`src/rtl/alu_arbiter.sv`:
```
// alu_arbiter: round-robin sequencer sharing one 8-bit sequential ALU between two requesters.
// Define ALU_ARB_TIMEOUT_EN to add a WAIT-state watchdog of TO_CYCLES cycles.
module alu_arbiter #(
    parameter int unsigned TO_CYCLES = 255
) (
    input  logic        clk,
    input  logic        rst,
    input  logic        req0,
    input  logic        req1,
    input  logic [1:0]  op0,
    input  logic [1:0]  op1,
    input  logic [7:0]  x0,
    input  logic [7:0]  x1,
    input  logic [7:0]  y0,
    input  logic [7:0]  y1,
    output logic        ack0,
    output logic        ack1,
    output logic [15:0] res0,
    output logic [15:0] res1,
    output logic        err,
    output logic        busy,
    output logic        alu_start,
    output logic [1:0]  alu_op,
    output logic [7:0]  alu_inbus,
    input  logic [15:0] alu_outbus,
    input  logic        alu_done
);
    typedef enum logic [2:0] {IDLE, LOAD_X, LOAD_Y, WAIT, RESP} state_t;

    state_t      state_q, state_d;
    logic        gnt_q, gnt_d, last_q, last_d;
    logic [15:0] res_q, res_d;
    logic        expired;

    if (TO_CYCLES < 1 || TO_CYCLES > 255) begin : g_bad_to
        $error("TO_CYCLES must be in 1..255");
    end

`ifdef ALU_ARB_TIMEOUT_EN
    logic [7:0] cnt_q, cnt_d;
    logic       err_q, err_d;

    // Counter holds k-1 in the k-th WAIT cycle, so the limit cycle is WAIT cycle TO_CYCLES.
    assign expired = state_q == WAIT && cnt_q == 8'(TO_CYCLES - 1);
    assign cnt_d   = state_q == LOAD_Y ? 8'd0 : state_q == WAIT ? cnt_q + 8'd1 : cnt_q;
    assign err_d   = state_q == WAIT ? !alu_done && expired : err_q;
    assign err     = state_q == RESP && err_q;

    always_ff @(posedge clk or negedge rst) begin
        if (!rst) begin
            cnt_q <= 8'd0;
            err_q <= 1'b0;
        end else begin
            cnt_q <= cnt_d;
            err_q <= err_d;
        end
    end
`else
    assign expired = 1'b0;
    assign err     = 1'b0;
`endif

    always_comb begin
        state_d = state_q;
        gnt_d   = gnt_q;
        last_d  = last_q;
        res_d   = res_q;
        case (state_q)
            IDLE: if (req0 || req1) begin
                gnt_d   = (req0 && req1) ? ~last_q : req1;
                state_d = LOAD_X;
            end
            LOAD_X: state_d = LOAD_Y;
            LOAD_Y: state_d = WAIT;
            WAIT: if (alu_done || expired) begin
                res_d   = alu_done ? alu_outbus : 16'hFFFF;
                last_d  = gnt_q;
                state_d = RESP;
            end
            default: state_d = IDLE;
        endcase
    end

    always_ff @(posedge clk or negedge rst) begin
        if (!rst) begin
            state_q <= IDLE;
            gnt_q   <= 1'b0;
            last_q  <= 1'b1;
            res_q   <= 16'h0000;
        end else begin
            state_q <= state_d;
            gnt_q   <= gnt_d;
            last_q  <= last_d;
            res_q   <= res_d;
        end
    end

    assign busy      = state_q != IDLE;
    assign alu_start = state_q == LOAD_X;
    assign alu_inbus = state_q == LOAD_X ? (gnt_q ? x1 : x0) :
                       state_q == LOAD_Y ? (gnt_q ? y1 : y0) : 8'h00;
    assign alu_op    = (state_q == LOAD_X || state_q == LOAD_Y || state_q == WAIT) ?
                       (gnt_q ? op1 : op0) : 2'b00;
    assign ack0      = state_q == RESP && !gnt_q;
    assign ack1      = state_q == RESP && gnt_q;
    assign res0      = ack0 ? res_q : 16'h0000;
    assign res1      = ack1 ? res_q : 16'h0000;
endmodule

```
`config.mk`:
```
export PLATFORM = sky130hd
export DESIGN_NAME = alu_arbiter
export DESIGN_NICKNAME = d
export VERILOG_FILES = /design/src/rtl/alu_arbiter.sv
export SDC_FILE = /design/constraint.sdc
export NUM_CORES = 1
export LEC_CHECK = 0
export ABC_CLOCK_PERIOD_IN_PS = 2200
export CORE_ASPECT_RATIO = 0.6
export CORE_MARGIN = 2
export CORE_UTILIZATION = 35
export DETAILED_ROUTE_END_ITERATION = 8
export PLACE_DENSITY = 0.8
export SKIP_LAST_GASP = 1
export SYNTH_ARGS = -nofsm -noshare
export SYNTH_HDL_FRONTEND = slang
export SYNTH_SLANG_ARGS = --single-unit
```
`constraint.sdc`:
```
create_clock -name clk -period 2.2 [get_ports clk]
set_clock_uncertainty 0.2 [all_clocks]
set_input_delay 0.44 -clock clk [delete_from_list [all_inputs] [get_ports clk]]
set_output_delay 0.44 -clock clk [all_outputs]
set_load 0.05 [all_outputs]
```
==> results of run 1 <==
## path summary, 6_finish.rpt
path / from / end / slack (ns) / cells past startpoint
hold / removal: rst / res_q[5]$_DFFE_PN0P_ / 0.34 / 2
hold reg to reg: res_q[0]$_DFFE_PN0P_ / res_q[0]$_DFFE_PN0P_ / 0.35 / 1
min in group clk: res_q[0]$_DFFE_PN0P_ / res_q[0]$_DFFE_PN0P_ / 0.35 / 1
max in group asynchronous: rst / last_q$_DFFE_PN1P_ / 1.19 / 2
setup / recovery: state_q[0]$_DFFE_PN0P_ / res1[11] / -0.18 / 6
setup reg to reg: state_q[0]$_DFFE_PN0P_ / gnt_q$_DFFE_PN0P_ / 0.50 / 4
## sequential cells by signal (all words and copies together) (netlist names)
register	cells
res_q	16
gnt_q	1
last_q	1
state_q	3
## synthesized netlist by cell type, types with 2 or more instances
cell type / instances / share of area
a21bo_2: 2 / 0.013
and2_1: 32 / 0.13
buf_2: 6 / 0.020
buf_4: 2 / 0.010
buf_6: 3 / 0.023
dfrtp_1: 20 / 0.33
inv_1: 2 / 0.0050
mux2_2: 8 / 0.060
mux2_4: 9 / 0.090
mux2i_1: 18 / 0.12
nor3_1: 3 / 0.010
o22ai_2: 8 / 0.067
## routing by layer
layer | wire length, microns | track usage
met1 | 2746 | 0.3055
met4 | 66 | 0.08333
met5 | 0 | 0
met2 | 3098 | 0.3409
met3 | 175 | 0.04223
## repair_timing
item | CTS | global route
gates resized for setup | 0 | 42
pin swaps | 0 | 2
gates cloned | 0 | 2
setup buffers | 2 | 6
endpoints found under the setup margin | 40 | 41
hold endpoints to repair | 0 | 0
## layout make-up
class	count	area [sq um]
tap	60	75.07
sequential	21	526.8
fill	219	698.2
clock inverter	1	5.005
clock buffer	3	41.29
timing repair buffer	124	1718
multi-input combinational	93	1023
inverter	3	11.26
## worst max-delay path, cell delays in order (launching register included)
cell       delay (ns)
dfrtp_1          0.41
buf_6            0.16
nor4bb_4         0.28
buf_4            0.18
clkbuf_16        0.15
and2_4           0.16
buf_12           0.13
## power by group
group	leakage, nW	internal [W]	switching (W)
clock network	0.0255	0.000126	0.000129
logic	1.21	0.00140	0.00135
registers	0.247	0.000591	0.000196
total	1.48	0.00212	0.00167
## cells by family (layout without fill, tap and decap cells)
family,after synthesis,in the layout
AND/OR/NAND/NOR,44,44
other,1,1
flip-flops,21,21
AO/OA/AOI/OAI,13,13
multiplexers,35,35
buffers and inverters,14,131
## through the flow
stage               instances  setup TNS (ns)  instance area (sq um)  setup slack (ns)
floorplan                 128         -0.3290                   1540          -0.04700
global placement          291               0                   3128            0.1583
detailed placement        291               0                   3128            0.1264
CTS                       297          -4.224                   3189           -0.1237
global route              305          -8.765                   3401           -0.2511
finish                    305          -5.625                   3401           -0.1769
==> impl_metrics.toml, run 1 <==
[clock_tree]
cts-hold-fix-buffers = 0
clk_latency_ns = 0.26
clock-sinks = 21
path_clk_slew_ns = 0.08
cts_tree = "done"
root_buffer = "clkbuf_8"
cts_buffer_depth = 2
cts_max_level = 1
cts-buffers-inserted = 3

[floorplanning]
chipWidth_microns = 88.38
rows = 18
initial_utilization = 0.3648
die_area_sq_um = 4828
boundaryPins = 104
core_sq_um = 4099
die_h_microns = 54.63

[yosys]
synth_area_per_cell_sq_um = 11.68
ys_seq_elements = 21
synthAdderAreaFrac = 0
syn_inst = 128
yosysWarnings = 0
synthSimpleGateAreaFrac = 0.2209
synth_edf_count = 0
yosysSeqAreaShare = 0.3523
synth_xor_area_frac = 0
synth_compound_area_frac = 0.09289
synth-main-ff-cell = "dfrtp_1"
synth_nets = 185
mappedNetlistArea_sq_um = 1495
synthMuxAreaShare = 0.2711
synth_cell_types = 27
synth_async_sr_flop_share = 1.000
synth_top_family_by_area = "multiplexers"

[worst_setup_path]
cp_max_fo = 8
critical_path_class = "flop to output port"
critPathArrivalTime_ns = 1.74
cp-start-kind = "flop"
crit_required_ns = 1.56
crit_path_end_kind = "output port"

[final_layout]
diodes = 0
most-common-layout-cells = "56 x clkdlybuf4s50_1, 48 x buf_12, 32 x and2_4"
fin_util = 0.8297
syn2layout_area_growth_pct = 127.4
layout_commonest_cell = "clkdlybuf4s50_1"
nets = 303
drive_above_1_share = 0.5673

[power]
leakagePower_nw = 1.485
power_w = 0.003796
vdd_drop_max_mv = 1.140
power_per_cell_area_nw_per_um2 = 1116

[global_route]
track_usage = 0.2194
antenna_found_initial = 0
grt_pass1_wl_mm = 7.603
grt_pass1_vias = 1386
overflow = 0
grt_max_degree = 22

[detailed_routing]
first_pass_iters = 4
wire_per_inst_microns = 19.95
routed_wl_mm = 6.086
drc_errors = 0
drtAntennaViolNets = 0
drt_iter0_markers = 50
routed-via-count = 1488
viasPerCell = 4.879

[worst_hold_path]
hp-class = "input port to async pin"

[sta]
period_share = 1.080
worst_pin_slew_ns = 0.5703
fmax_mhz = 420.7
relSlewSlack = 0.6145
whs_ns = 0.3363
fin_crit_ns = 2.377
finalSetupViolations = 42
rsz0062_at_grt = "true"
slew_violations = 0
hold_viol = 0
worst_slack_ns = -0.1769

[placed_design]
io_buffers = 102
routabilityCongestion = 0.8207
dpl.hpwl_mm = 4.115

[run]
maxCapViolations = 0

[outcome]
violations = "negative setup slack"
outcome = "finished, violations left"
Note: power is estimated with default switching activity, not from simulation.
==> run 2, diff against run 1 <==
--- a/config.mk
+++ b/config.mk
@@ -8,9 +8,10 @@
 export ABC_CLOCK_PERIOD_IN_PS = 2200
 export CORE_ASPECT_RATIO = 0.6
 export CORE_MARGIN = 2
-export CORE_UTILIZATION = 35
+export CORE_UTILIZATION = 36
+export CTS_BUF_LIST = sky130_fd_sc_hd__clkbuf_8
 export DETAILED_ROUTE_END_ITERATION = 8
-export PLACE_DENSITY = 0.8
+export PLACE_DENSITY = 0.82
 export SKIP_LAST_GASP = 1
 export SYNTH_ARGS = -nofsm -noshare
 export SYNTH_HDL_FRONTEND = slang
==> run 2 against run 1 <==
  * The run still ends with negative setup slack left
  * Total power is 2.0% higher
  * Worst setup slack got worse by 0.012 ns
  * Routed wire length up 5.4%
  * Sequential power shrank 0.5%
  * Via count grew 4.8%
  * First-iteration DRC count up 78%
  * Combinational power rose by 3%
  * Flip-flop and latch count is the same
  * Critical path depth down 2
  * Clock power increased by 4%
  * Non-clock buffer count up 2
  * Global-route usage up 1.7 points
  * Critical endpoint is now alu_inbus[5]
==> impl_metrics.toml, run 2 (synthesis results as in run 1) <==
[placed_design]
dpl.hpwl_mm = 3.962
io_buffers = 102
routabilityCongestion = 0.7814
placed_cells = 282
placed_area_sq_um = 3123

[power]
power_per_cell_area_nw_per_um2 = 1149
vdd_drop_max_mv = 1.018
leakagePower_nw = 1.476

[floorplanning]
chipWidth_microns = 87.20
boundaryPins = 104
core_sq_um = 4054
rows = 18
die_area_sq_um = 4702
initial_utilization = 0.3688
die_h_microns = 53.92

[final_layout]
drive_above_1_share = 0.5668
largest_reg_flops = 16
reg_top3 = "res_q x16, state_q x3"
top_register = "res_q"
syn2layout_area_growth_pct = 125.4
most-common-layout-cells = "56 x clkdlybuf4s50_1, 48 x buf_12, 18 x dfrtp_1"
diodes = 0
instances_no_fill = 297
design_area_sq_um = 3369
nFillCells = 200
nets = 305
layout_commonest_cell = "clkdlybuf4s50_1"

[worst_setup_path]
reg2reg_to = "res_q[6]$_DFFE_PN0P_"
cp_max_fo = 8
critical_path_class = "flop to output port"
crit_start = "state_q[0]$_DFFE_PN0P_"
regToRegSetupSlack_ns = 0.40
crit_path_end_kind = "output port"
r2r_cells = 6
critPathArrivalTime_ns = 1.75
reg2reg_from = "state_q[1]$_DFFE_PN0P_"
cp-start-kind = "flop"
crit_end = "alu_inbus[5]"
crit_required_ns = 1.56

[sta]
fin_crit_ns = 2.389
hold_viol = 0
fmax_mhz = 418.6
rsz0062_at_grt = "true"
slew_violations = 0
fin_setup_tns_ns = -5.994
worst_slack_ns = -0.1890
finalSetupViolations = 42
period_share = 1.086

[clock_tree]
root_buffer = "clkbuf_8"
cts-hold-fix-buffers = 0
cts_tree = "done"
path_clk_slew_ns = 0.08
clock-sinks = 21
cts_buffer_depth = 2
cts_max_level = 1
clk_latency_ns = 0.26
cts-buffers-inserted = 3

[detailed_routing]
wire_per_inst_microns = 21.60
drc_errors = 0
drt_iter0_markers = 89
viasPerCell = 5.249
first_pass_iters = 4
routed_wl_mm = 6.414
drtAntennaViolNets = 0
routed-via-count = 1559

[global_route]
antenna_found_initial = 0
grt_max_degree = 22
grt_pass1_vias = 1446
overflow = 0
grt_pass1_wl_mm = 8.135
track_usage = 0.2366

[outcome]
outcome = "finished, violations left"
violations = "negative setup slack"

[run]
maxCapViolations = 0

[worst_hold_path]
hp-class = "input port to async pin"
run 2: worst max-delay path, cell delays in order, from the launching register on:
cell     delay [ns]
dfrtp_1        0.43
buf_4          0.16
or3b_4         0.50
o22ai_2        0.21
buf_12         0.17
run 2: routing by layer:
metal	wire length, microns	up-vias	track usage	part of all wire
li1	-	686	-	-
met1	2513	782	0.3153	0.39
met2	3386	68	0.4033	0.53
met3	324	23	0.03988	0.051
met4	190	0	0.06667	0.030
met5	0	-	0	0
run 2: cell type report:
| class | instances | area [sq um] | share of cell area |
|---|---|---|---|
| clock buffer | 3 | 41.29 | 0.01225 |
| clock inverter | 1 | 5.005 | 0.001485 |
| inverter | 3 | 13.76 | 0.004085 |
| multi-input combinational | 93 | 991.0 | 0.2941 |
| sequential | 21 | 529.3 | 0.1571 |
| tap | 50 | 62.56 | 0.01857 |
| timing repair buffer | 126 | 1727 | 0.5124 |
run 2: worst min path at each step:
stage / cells past startpoint / end / slack, ns / start
CTS: 2 / res_q[14]$_DFFE_PN0P_ / 0.32 / rst
floorplan: 0 / gnt_q$_DFFE_PN0P_ / -0.06 / rst
detailed placement: 1 / res_q[6]$_DFFE_PN0P_ / 0.30 / res_q[6]$_DFFE_PN0P_
global placement: 1 / res_q[6]$_DFFE_PN0P_ / 0.30 / res_q[6]$_DFFE_PN0P_
finish: 2 / res_q[14]$_DFFE_PN0P_ / 0.32 / rst
global route: 2 / res_q[14]$_DFFE_PN0P_ / 0.35 / rst
run 2: report_power, final:
part           internal [W]  switching (W)  leakage (nW)
registers          0.000595       0.000188         0.245
clock network      0.000127       0.000139        0.0255
logic               0.00146        0.00137          1.21
run 2: timing repair:
action,in CTS,in global routing
gates cloned,0,1
hold endpoints to repair,0,0
resized for setup,9,27
pin swaps,4,6
buffers inserted,7,5
endpoints found under the setup margin,41,46
run 2: per-stage QoR:
step	utilization	total power [W]	worst slack [ns]	hold WS, ns
finish	0.8312	0.003871	-0.1890	0.3235
global route	0.8312	0.004009	-0.2173	0.3466
CTS	0.8028	0.003644	-0.1626	0.3213
detailed placement	0.7704	0.003215	0.09741	0.3042
global placement	0.7704	0.003153	0.1508	0.2961
floorplan	-	0.002206	-0.04700	-0.05559
